**src/rtl/keccak_byte_packer_if.sv**
```systemverilog
// keccak_byte_packer_if: byte-stream input and keccak word-side signals of the packer.
interface keccak_byte_packer_if;
    logic [7:0]  s_data;
    logic        s_valid;
    logic        s_last;
    logic        s_ready;
    logic        k_reset;
    logic [31:0] k_in;
    logic        k_in_ready;
    logic        k_is_last;
    logic [1:0]  k_byte_num;
    logic        k_buffer_full;
    logic        k_out_ready;

    modport master (
        input  s_data, s_valid, s_last, k_buffer_full, k_out_ready,
        output s_ready, k_reset, k_in, k_in_ready, k_is_last, k_byte_num
    );

    modport slave (
        output s_data, s_valid, s_last, k_buffer_full, k_out_ready,
        input  s_ready, k_reset, k_in, k_in_ready, k_is_last, k_byte_num
    );
endinterface

```
**src/rtl/keccak_byte_packer.sv**
```systemverilog
// keccak_byte_packer: packs a byte stream big-endian into 32-bit words for the keccak core.
// Optional saturating words_sent counter enabled by KECCAK_PACKER_WORD_CNT_EN.
module keccak_byte_packer #(
    parameter int CNT_W = 16
) (
    input  logic                 clk,
    input  logic                 reset,
    keccak_byte_packer_if.master bus,
`ifdef KECCAK_PACKER_WORD_CNT_EN
    output logic [CNT_W-1:0]     words_sent,
`endif
    output logic                 busy
);
    typedef enum logic [2:0] {IDLE, CLEAR, PACK, EMIT, PAD, WAIT} state_t;

    state_t      state_q, state_d;
    logic [1:0]  pos_q, pos_d;
    logic [1:0]  bnum_q, bnum_d;
    logic [31:0] word_q, word_d;
    logic        last_q, last_d;
    logic        pad_q, pad_d;
    logic        take;
    logic        xfer;

    if (CNT_W < 1) begin : g_bad_cnt_w
        $error("CNT_W must be at least 1");
    end

    assign take = (state_q == PACK) && bus.s_valid;
    assign xfer = (state_q == EMIT || state_q == PAD) && !bus.k_buffer_full;

    always_ff @(posedge clk or negedge reset) begin
        if (!reset) begin
            state_q <= IDLE;
            pos_q   <= 2'd0;
            bnum_q  <= 2'd0;
            word_q  <= 32'd0;
            last_q  <= 1'b0;
            pad_q   <= 1'b0;
        end else begin
            state_q <= state_d;
            pos_q   <= pos_d;
            bnum_q  <= bnum_d;
            word_q  <= word_d;
            last_q  <= last_d;
            pad_q   <= pad_d;
        end
    end

    always_comb begin
        state_d = state_q;
        pos_d   = pos_q;
        bnum_d  = bnum_q;
        word_d  = word_q;
        last_d  = last_q;
        pad_d   = pad_q;
        case (state_q)
            IDLE:  state_d = bus.s_valid ? CLEAR : IDLE;
            CLEAR: begin
                state_d = PACK;
                pos_d   = 2'd0;
                bnum_d  = 2'd0;
                word_d  = 32'd0;
                last_d  = 1'b0;
                pad_d   = 1'b0;
            end
            PACK: if (take) begin
                // Unwritten low bytes stay zero because the word is cleared before each fill.
                word_d = word_q | ({bus.s_data, 24'd0} >> {pos_q, 3'b000});
                pos_d  = pos_q + 2'd1;
                if (bus.s_last || pos_q == 2'd3) begin
                    state_d = EMIT;
                    last_d  = bus.s_last && pos_q != 2'd3;
                    pad_d   = bus.s_last && pos_q == 2'd3;
                    bnum_d  = last_d ? pos_q + 2'd1 : 2'd0;
                end
            end
            EMIT: if (xfer) begin
                state_d = last_q ? WAIT : pad_q ? PAD : PACK;
                pos_d   = 2'd0;
                word_d  = 32'd0;
            end
            PAD:   state_d = xfer ? WAIT : PAD;
            WAIT:  state_d = bus.k_out_ready ? IDLE : WAIT;
            default: state_d = IDLE;
        endcase
    end

    always_comb begin
        bus.s_ready    = state_q == PACK;
        bus.k_reset    = state_q == CLEAR;
        bus.k_in_ready = xfer;
        bus.k_in       = state_q == EMIT ? word_q : 32'd0;
        bus.k_is_last  = state_q == PAD || (state_q == EMIT && last_q);
        bus.k_byte_num = state_q == EMIT ? bnum_q : 2'd0;
        busy           = state_q != IDLE;
    end

`ifdef KECCAK_PACKER_WORD_CNT_EN
    logic [CNT_W-1:0] cnt_q, cnt_d;

    always_comb begin
        cnt_d = state_q == CLEAR ? '0 :
                (xfer && cnt_q != '1) ? cnt_q + {{(CNT_W-1){1'b0}}, 1'b1} : cnt_q;
    end

    always_ff @(posedge clk or negedge reset) begin
        if (!reset) cnt_q <= '0;
        else        cnt_q <= cnt_d;
    end

    assign words_sent = cnt_q;
`endif
endmodule

```
**src/flat_wrapper.sv**
```systemverilog
// flat-port wrapper written by rule: the top's interface ports become plain ports
module keccak_byte_packer_flat 
#(
    parameter int CNT_W = 16
)
  (clk, reset, busy, bus_s_data, bus_s_valid, bus_s_last, bus_k_buffer_full, bus_k_out_ready, bus_s_ready, bus_k_reset, bus_k_in, bus_k_in_ready, bus_k_is_last, bus_k_byte_num);
  keccak_byte_packer_if bus_i ();
  input  logic clk;
  input  logic reset;
  output logic busy;
  input wire logic [$bits(bus_i.s_data)-1:0] bus_s_data;
  input wire logic [$bits(bus_i.s_valid)-1:0] bus_s_valid;
  input wire logic [$bits(bus_i.s_last)-1:0] bus_s_last;
  input wire logic [$bits(bus_i.k_buffer_full)-1:0] bus_k_buffer_full;
  input wire logic [$bits(bus_i.k_out_ready)-1:0] bus_k_out_ready;
  output wire logic [$bits(bus_i.s_ready)-1:0] bus_s_ready;
  output wire logic [$bits(bus_i.k_reset)-1:0] bus_k_reset;
  output wire logic [$bits(bus_i.k_in)-1:0] bus_k_in;
  output wire logic [$bits(bus_i.k_in_ready)-1:0] bus_k_in_ready;
  output wire logic [$bits(bus_i.k_is_last)-1:0] bus_k_is_last;
  output wire logic [$bits(bus_i.k_byte_num)-1:0] bus_k_byte_num;
  assign bus_i.s_data = bus_s_data;
  assign bus_i.s_valid = bus_s_valid;
  assign bus_i.s_last = bus_s_last;
  assign bus_i.k_buffer_full = bus_k_buffer_full;
  assign bus_i.k_out_ready = bus_k_out_ready;
  assign bus_s_ready = bus_i.s_ready;
  assign bus_k_reset = bus_i.k_reset;
  assign bus_k_in = bus_i.k_in;
  assign bus_k_in_ready = bus_i.k_in_ready;
  assign bus_k_is_last = bus_i.k_is_last;
  assign bus_k_byte_num = bus_i.k_byte_num;
  keccak_byte_packer #(.CNT_W(CNT_W)) u_core (.clk(clk), .reset(reset), .bus(bus_i), .busy(busy));
endmodule
```
**config.mk**
```make
export PLATFORM = sky130hd
export DESIGN_NAME = keccak_byte_packer_flat
export DESIGN_NICKNAME = d
export VERILOG_FILES = /design/src/rtl/keccak_byte_packer_if.sv /design/src/rtl/keccak_byte_packer.sv /design/src/flat_wrapper.sv
export SDC_FILE = /design/constraint.sdc
export NUM_CORES = 1
export LEC_CHECK = 0
export BUFFER_PORTS_ARGS = -buffer_cell sky130_fd_sc_hd__buf_2
export CAP_MARGIN = 20
export CORE_MARGIN = 2
export CORE_UTILIZATION = 55
export CTS_CLUSTER_SIZE = 24
export DETAILED_ROUTE_END_ITERATION = 7
export PLACE_DENSITY = 0.89
export RECOVER_POWER = 25
export SKIP_CTS_REPAIR_TIMING = 1
export SLEW_MARGIN = 20
export SYNTH_ARGS = -nofsm -noshare
export SYNTH_HDL_FRONTEND = slang
export SYNTH_SLANG_ARGS = --single-unit
```
**constraint.sdc**
```tcl
create_clock -name clk -period 5.2 [get_ports clk]
set_clock_uncertainty 0.2 [all_clocks]
set_input_delay 0.78 -clock clk [delete_from_list [all_inputs] [get_ports clk]]
set_output_delay 0.78 -clock clk [all_outputs]
set_load 0.02 [all_outputs]
```
==> results of run 1 <==
-- cells in the mapped netlist, drive strengths merged (2+ instances only) --
master,number,area (µm²)
nor2,42,158
dfrtp,41,1030
buf,9,63.8
nand2,2,7.51
nand2b,4,25.0
and2,34,213
nor3b,2,20.0
a22o,3,26.3
a31oi,33,206
clkbuf,4,18.8
a21oi,3,26.3
o21ai,4,20.0
a21o,3,22.5
nand3,2,10.0
inv,4,15.0
-- final cells by class --
type	count	area share
clock buffer	5	0.0159
clock inverter	3	0.0276
inverter	4	0.00636
multi-input combinational	148	0.378
sequential	41	0.435
tap	46	0.0244
timing repair buffer	53	0.113
-- per-layer routing --
metal | GRT usage | vias up
li1 | - | 811
met1 | 0.341 | 836
met2 | 0.359 | 65
met3 | 0.0469 | 10
met4 | 0.122 | 0
met5 | 0 | -
-- tightest hold or removal path: cells and delay by family (launching register included) --
kind | cells | cell delay, ns
AO/OA/AOI/OAI | 1 | 0.04
flip-flops | 1 | 0.36
AND/OR/NAND/NOR | 1 | 0.07
-- flip-flops by register name, indices dropped and copies added (netlist names) --
| name | count |
|---|---|
| u_core.pad_q | 1 |
| u_core.pos_q | 2 |
| u_core.bnum_q | 2 |
| u_core.word_q | 32 |
| u_core.state_q | 3 |
| u_core.last_q | 1 |
-- cells by family (layout without fill, tap and decap cells) --
| kind of cell | count (synthesis) | in the layout | synth area share |
|---|---|---|---|
| AO/OA/AOI/OAI | 53 | 53 | 0.187 |
| buffers and inverters | 17 | 65 | 0.0485 |
| multiplexers | 1 | 1 | 0.00559 |
| flip-flops | 41 | 41 | 0.510 |
| adder cells (fa/ha/maj) | 1 | 1 | 0.00621 |
| AND/OR/NAND/NOR | 93 | 93 | 0.243 |
-- power breakdown --
part           internal (mW)  switching, mW  total (mW)  leakage [nW]
clock                  0.149          0.104       0.253        0.0552
combinational          0.223          0.386       0.610         0.642
sequential             0.442         0.0964       0.538         0.545
total                  0.814          0.586        1.40          1.24
-- path summary, 6_finish.rpt --
| check | startpoint | to | slack [ns] | depth (start not counted) |
|---|---|---|---|---|
| worst max-delay path | u_core.state_q[0]$_DFFE_PN0P_ | bus_k_is_last | 1.86 | 4 |
| worst min-delay path | u_core.word_q[12]$_DFFE_PN0P_ | u_core.word_q[12]$_DFFE_PN0P_ | 0.30 | 2 |
| worst max register to register | u_core.state_q[0]$_DFFE_PN0P_ | u_core.word_q[30]$_DFFE_PN0P_ | 2.85 | 4 |
| worst min register to register | u_core.word_q[12]$_DFFE_PN0P_ | u_core.word_q[12]$_DFFE_PN0P_ | 0.30 | 2 |
| max in group asynchronous | reset | u_core.word_q[10]$_DFFE_PN0P_ | 2.81 | 1 |
| min in group asynchronous | reset | u_core.last_q$_DFFE_PN0P_ | 0.81 | 1 |
==> results.yml, run 1 <==
global_route:
  initial_antenna_violation_count: 0
  groute.usage.overall: 0.242
  grt_remaining_overflow: 0
  first_global_vias: 1616
  largest_net_degree_at_the_start_of_global_routing: 42
  grt_pass1_wl_um: 7710
setup_path:
  start_kind: "flip-flop"
  setup.worst_path.end_class: "primary output"
  path_cells: "and3b_1 -> nand2_1 -> o21ai_0 -> buf_2"
  critical_path.max_stage_delay_ns: 0.90
  critPathTopFamily: "simple AND/OR/NAND/NOR gates"
  cp_data_required_time_ns: 4.22
  critPathArrivalTime_ns: 2.36
  count_of_buffer_and_inverter_cells_on_the_critical_path: 1
  worst-setup-path-type: "reg2out"
  critical-path-slowest-cell: "and3b_1"
  critPathMaxFanout: 38
synth:
  syn_area_um2: 2010
  synth_seq_cells: 41
  post_synth_num_cell_types: 35
  ys_async_sr_fraction: 1.00
  ys.flop_type: "dfrtp_1"
  syn_area_per_cell_um2: 9.77
  post_synth_inst_count: 206
  syn_nets: 221
  synth_enable_flop_cells: 0
  synth_warnings: 0
  yosysSeqAreaShare: 0.510
final_layout:
  finish.utilization: 0.691
  layout.filler_cells: 277
  post_route_cells_drive_above_1_share: 0.264
  layout_common_cells: "buf_2 (51), nor2_1 (42), dfrtp_1 (41), and2_1 (34), a31oi_1 (33)"
  area_delta_synth_final_pct: 17.3
  mostFrequentLayoutCell: "buf_2"
  sequential_cell_area_um2: 1030
  nNetsFinal: 268
  layout.cells.non_filler: 300
  multi_input_combinational_cell_area_um2: 893
  final_cell_area_um2: 2360
  antenna_cells_inserted: 0
timing:
  worst_slew_margin_rel: -0.394
  finalSetupTns_ns: 0
  min_period_over_period: 0.642
  tightestPinTransition_ns: 2.09
  post-route-worst-setup-slack_ns: 1.86
  grt_setup_unrepaired: "false"
  finalHoldViolCount: 0
  fmax_ghz: 0.299
  fin_hold_ws_ns: 0.298
  final_critical_period_ns: 3.34
  timing_max_transition_violations_final: 42
  setup_viol: 0
route:
  drt.antenna.violating_nets: 0
  drt_first_pass_iters: 4
  post-route-drc-count: 0
  drtIter0Drc: 158
  dr_vias: 1722
  drt-total-wl_um: 4550
  met1Wirelength_um: 2090
  routed_wire_length_per_instance_um: 15.2
  met2WireLength_um: 2060
  wire_length_on_met3_um: 304
  top_signal_layer_used: "met4"
  vias_per_cell: 5.74
clocking:
  depth_of_the_cts_h_tree: 2
  clk_latency_ns: 0.35
  tritoncts: "built"
  cts_root_buf: "clkbuf_4"
  clock_buffers_created_by_tritoncts: 5
  cts.sink_count: 41
  worst_setup_hold_path_clk_slew_ns: 0.12
  cts_max_path_buffers: 2
placement:
  dp_worst_setup_slack_ns: 2.28
  postPlaceCellArea_um2: 2260
  port-buffer-count: 52
  dpl.cell_count: 292
  detailed_place_hpwl_um: 2920
  place_congestion: 0.841
floorplanning:
  boundaryPins: 53
  fp.dieArea_um2: 4160
  die_height_um: 64.5
  rows: 21
  die_w_um: 64.5
  core_region_area_um2: 3420
  initial_utilization: 0.589
run:
  drv_cap: 1
power_and_ir_drop:
  power_density_nw_per_um2: 593
  p_total_mw: 1.40
  power.ir.vdd_worst_v: 0.000338
  p_leak_nw: 1.24
hold_path:
  worst_hold_path_type: "reg2reg"
status:
  failing_checks: "capacitance limit, slew limit"
  outcome: "complete, but fails checks"
Power figures use the tool's default switching activity.
==> run 2: changes to the inputs <==
--- a/config.mk
+++ b/config.mk
@@ -8,10 +8,10 @@
 export BUFFER_PORTS_ARGS = -buffer_cell sky130_fd_sc_hd__buf_2
 export CAP_MARGIN = 20
 export CORE_MARGIN = 2
-export CORE_UTILIZATION = 55
+export CORE_UTILIZATION = 52
 export CTS_CLUSTER_SIZE = 24
 export DETAILED_ROUTE_END_ITERATION = 7
-export PLACE_DENSITY = 0.89
+export PLACE_DENSITY = 0.85
 export RECOVER_POWER = 25
 export SKIP_CTS_REPAIR_TIMING = 1
 export SLEW_MARGIN = 20
==> constraint.sdc (replaced) <==
create_clock -name clk -period 3.2 [get_ports clk]
set_clock_uncertainty 0.2 [all_clocks]
set_input_delay 0.48 -clock clk [delete_from_list [all_inputs] [get_ports clk]]
set_output_delay 0.48 -clock clk [all_outputs]
set_load 0.02 [all_outputs]
==> results.yml, run 2 (same netlist as run 1, synthesis figures left out) <==
timing:
  timing_max_transition_violations_final: 42
  fmax_ghz: 0.401
  grt_setup_unrepaired: "false"
  min_period_over_period: 0.778
  worst_slew_margin_rel: -0.386
  setup_viol: 0
  finalSetupTns_ns: 0
  final_critical_period_ns: 2.49
  finalHoldViolCount: 0
  tightestPinTransition_ns: 2.08
  fin_hold_ws_ns: 0.288
setup_path:
  critical-path-slowest-cell: "dfrtp_1"
  worst_r2r_startpoint: "u_core.state_q[0]$_DFFE_PN0P_"
  worst-setup-path-type: "reg2out"
  critPathArrivalTime_ns: 1.81
  reg2reg_depth: 4
  critPathMaxFanout: 38
  start_kind: "flip-flop"
  cp_data_required_time_ns: 2.52
  reg2reg_to: "u_core.word_q[14]$_DFFE_PN0P_"
  path_cells: "and3b_1 -> buf_4 -> nand2_1 -> o21ai_0 -> buf_2"
  setup.worst_path.end_class: "primary output"
  reg2reg_setup_slack_ns: 1.03
  critical_path.max_stage_delay_ns: 0.62
clocking:
  worst_setup_hold_path_clk_slew_ns: 0.07
  depth_of_the_cts_h_tree: 2
  tritoncts: "built"
  clk_latency_ns: 0.29
  cts_root_buf: "clkbuf_8"
  clock_buffers_created_by_tritoncts: 5
  cts_max_path_buffers: 2
  cts.sink_count: 41
floorplanning:
  die_w_um: 66.2
  fp.dieArea_um2: 4390
  die_height_um: 66.2
  initial_utilization: 0.546
  boundaryPins: 53
  rows: 22
  core_region_area_um2: 3690
final_layout:
  largest_reg_flops: 32
  antenna_cells_inserted: 0
  area_delta_synth_final_pct: 19.5
  mostFrequentLayoutCell: "buf_2"
  finish.utilization: 0.652
  final_cell_area_um2: 2410
  post_route_cells_drive_above_1_share: 0.267
  nNetsFinal: 269
  largest_register: "u_core.word_q"
  layout_common_cells: "buf_2 (51), nor2_1 (42), dfrtp_1 (41), and2_1 (34), a31oi_1 (33)"
  leading_registers_by_flop_count: "u_core.word_q (32), u_core.state_q (3)"
route:
  post-route-drc-count: 0
  drt-total-wl_um: 4290
  drt.antenna.violating_nets: 0
  dr_vias: 1698
  vias_per_cell: 5.60
  routed_wire_length_per_instance_um: 14.2
  drt_first_pass_iters: 4
  drtIter0Drc: 119
placement:
  port-buffer-count: 52
  place_congestion: 0.820
  postPlaceCellArea_um2: 2270
  detailed_place_hpwl_um: 2910
global_route:
  grt_pass1_wl_um: 6910
  first_global_vias: 1453
  initial_antenna_violation_count: 0
  largest_net_degree_at_the_start_of_global_routing: 42
  groute.usage.overall: 0.209
  grt_remaining_overflow: 0
status:
  failing_checks: "capacitance limit, slew limit"
  outcome: "complete, but fails checks"
hold_path:
  hold_path_depth: 3
  worstHoldEndpoint: "u_core.state_q[2]$_DFFE_PN0P_"
  worst_hold_path_type: "in2reg"
  hold_path_startpoint: "bus_k_out_ready"
power_and_ir_drop:
  p_leak_nw: 1.26
  power_density_nw_per_um2: 976
  p_total_mw: 2.35
  power.ir.vdd_worst_v: 0.000448
run:
  drv_cap: 1
-- run 2: per-stage QoR --
stage | cells | setup slack [ns]
6_report | 303 | 0.709
4_1_cts | 303 | 0.707
2_1_floorplan | 206 | 1.24
3_3_place_gp | 295 | 1.03
5_1_grt | 303 | 0.565
3_5_place_dp | 295 | 1.02
-- run 2: layout make-up --
type                       count  area, µm²
fill                         299       1280
clock buffer                   5       68.8
inverter                       4       15.0
clock inverter                 3       68.8
multi-input combinational    148        893
timing repair buffer          54        274
sequential                    41       1030
tap                           48       60.1
-- run 2: worst max-delay path by stage --
stage                                       start                            end  slack (ns)  cells after the start
finish              u_core.state_q[0]$_DFFE_PN0P_                  bus_k_is_last        0.71                      5
global route                                reset  u_core.word_q[25]$_DFFE_PN0P_        0.57                      1
CTS                 u_core.state_q[0]$_DFFE_PN0P_                  bus_k_is_last        0.71                      5
detailed placement  u_core.state_q[0]$_DFFE_PN0P_                  bus_k_is_last        1.02                      5
global placement    u_core.state_q[0]$_DFFE_PN0P_                 bus_k_in_ready        1.03                      5
floorplan           u_core.state_q[1]$_DFFE_PN0P_                   bus_k_in[10]        1.24                      5
-- run 2: routing by layer --
layer / part of all wire / wire length [µm] / global-route usage
met1: 0.46 / 1980 / 0.306
met2: 0.45 / 1920 / 0.306
met3: 0.067 / 289 / 0.0290
met4: 0.022 / 93 / 0.0969
met5: 0 / 0 / 0
-- run 2: critical path, delay by kind of cell (launching register included) --
family,cells,cell delay (ns)
AO/OA/AOI/OAI,1,0.08
buffers and inverters,2,0.48
flip-flops,1,0.62
AND/OR/NAND/NOR,2,0.35
-- run 2: where the power goes --
part	internal [mW]	leakage [nW]	switching, mW
Clock	0.314	0.0687	0.176
Sequential	0.719	0.545	0.157
Combinational	0.371	0.647	0.612
==> run 3: changes to the inputs <==
==> constraint.sdc (replaced) <==
create_clock -name clk -period 2.4 [get_ports clk]
set_clock_uncertainty 0.2 [all_clocks]
set_input_delay 0.36 -clock clk [delete_from_list [all_inputs] [get_ports clk]]
set_output_delay 0.36 -clock clk [all_outputs]
set_load 0.02 [all_outputs]
==> results.yml, run 3 (same netlist as run 1, synthesis figures left out) <==
route:
  drtIter0Drc: 119
  dr_vias: 1714
  routed_wire_length_per_instance_um: 14.6
  post-route-drc-count: 0
  drt.antenna.violating_nets: 0
  drt-total-wl_um: 4520
  drt_first_pass_iters: 4
  vias_per_cell: 5.55
floorplanning:
  boundaryPins: 53
  rows: 22
  core_region_area_um2: 3690
  fp.dieArea_um2: 4390
  die_height_um: 66.2
  initial_utilization: 0.546
  die_w_um: 66.2
timing:
  worst_slew_margin_rel: 0.0288
  fin_hold_ws_ns: 0.177
  finalHoldViolCount: 0
  final_critical_period_ns: 2.23
  min_period_over_period: 0.930
  setup_viol: 0
  timing_max_transition_violations_final: 0
  finalSetupTns_ns: 0
  post-route-worst-setup-slack_ns: 0.168
  tightestPinTransition_ns: 1.46
  fmax_ghz: 0.448
  grt_setup_unrepaired: "false"
power_and_ir_drop:
  p_total_mw: 3.01
  p_leak_nw: 1.27
  power.ir.vdd_worst_v: 0.000616
  power_density_nw_per_um2: 1250
status:
  outcome: "complete, no violations"
global_route:
  first_global_vias: 1631
  largest_net_degree_at_the_start_of_global_routing: 33
  groute.usage.overall: 0.233
  grt_util_met2: 0.330
  grt.met1_usage: 0.331
  gr-usage-met3: 0.0375
  grt_pass1_wl_um: 7660
  initial_antenna_violation_count: 0
  grt-busiest-layer: "met1"
  grt_remaining_overflow: 0
final_layout:
  leading_registers_by_flop_count: "u_core.word_q (32), u_core.state_q (3)"
  layout.filler_cells: 312
  multi_input_combinational_cell_area_um2: 893
  largest_reg_flops: 32
  sequential_cell_area_um2: 1030
  largest_register: "u_core.word_q"
  mostFrequentLayoutCell: "buf_2"
  antenna_cells_inserted: 0
  nNetsFinal: 276
  post_route_cells_drive_above_1_share: 0.280
  layout_common_cells: "buf_2 (51), nor2_1 (42), dfrtp_1 (41), and2_1 (34), a31oi_1 (33)"
  area_delta_synth_final_pct: 19.8
hold_path:
  worst_hold_path_type: "in2reg"
setup_path:
  setup.worst_path.end_class: "primary output"
  cp_data_required_time_ns: 1.84
  worst-setup-path-type: "reg2out"
  start_kind: "flip-flop"
  critPathArrivalTime_ns: 1.67
  critPathMaxFanout: 22
clocking:
  clock_buffers_created_by_tritoncts: 5
  cts.sink_count: 41
  cts_root_buf: "clkbuf_8"
  depth_of_the_cts_h_tree: 2
  cts_max_path_buffers: 2
  tritoncts: "built"
  clk_latency_ns: 0.29
  worst_setup_hold_path_clk_slew_ns: 0.07
placement:
  detailed_place_hpwl_um: 3270
  port-buffer-count: 52
  dp_worst_setup_slack_ns: 0.485
  place_congestion: 0.788
run:
  drv_cap: 0
-- run 3: cell types whose count changed in the layout (fill, tap and decap cells not counted), sizes merged --
cell / before / now
clkinvlp: 0 / 1
dlygate4sd3: 0 / 1
inv: 5 / 4
buf: 53 / 58
clkbuf: 6 / 8
bufinv: 2 / 0
-- run 3: routing by layer --
| metal | wire length (µm) | part of all wire |
|---|---|---|
| met2 | 2120 | 0.47 |
| met5 | 0 | 0 |
| met1 | 1990 | 0.44 |
| met3 | 314 | 0.069 |
| met4 | 98 | 0.022 |
-- run 3: metrics by stage --
step / utilization / instances / area (µm²)
after floorplan: - / 206 / 2010
after global placement: 0.628 / 301 / 2310
after detailed placement: 0.628 / 301 / 2310
after CTS: 0.652 / 308 / 2400
after global routing: 0.654 / 309 / 2410
final: 0.654 / 309 / 2410
-- run 3: path summary, 6_finish.rpt --
kind / from / end / slack (ns) / depth (start not counted)
worst max-delay path: u_core.state_q[2]$_DFFE_PN0P_ / bus_k_in[15] / 0.17 / 4
worst min-delay path: bus_k_out_ready / u_core.state_q[2]$_DFFE_PN0P_ / 0.18 / 3
worst max register to register: u_core.state_q[1]$_DFFE_PN0P_ / u_core.word_q[27]$_DFFE_PN0P_ / 0.46 / 5
worst min register to register: u_core.word_q[14]$_DFFE_PN0P_ / u_core.word_q[14]$_DFFE_PN0P_ / 0.29 / 2
max in group asynchronous: reset / u_core.word_q[21]$_DFFE_PN0P_ / 0.38 / 3
min in group asynchronous: reset / u_core.bnum_q[0]$_DFFE_PN0P_ / 0.74 / 2
-- run 3: report_power, final --
part | leakage (nW) | internal, mW | switching [mW]
sequential | 0.545 | 0.959 | 0.195
combinational | 0.680 | 0.543 | 0.852
clock | 0.0433 | 0.227 | 0.232
-- run 3: area by class of cell --
class / count / share of cell area
flip-flops and latches: 41 / 0.426
multi-input cells: 148 / 0.371
well taps: 48 / 0.0249
clock buffers: 6 / 0.0343
clock inverters: 1 / 0.00311
repair buffers: 61 / 0.135
inverters: 4 / 0.00623
-- run 3: worst max-delay path, cell delays in order, from the launching register on --
cell	delay (ns)
dfrtp_1	0.53
and3b_1	0.30
buf_4	0.22
and2_1	0.16
buf_2	0.16
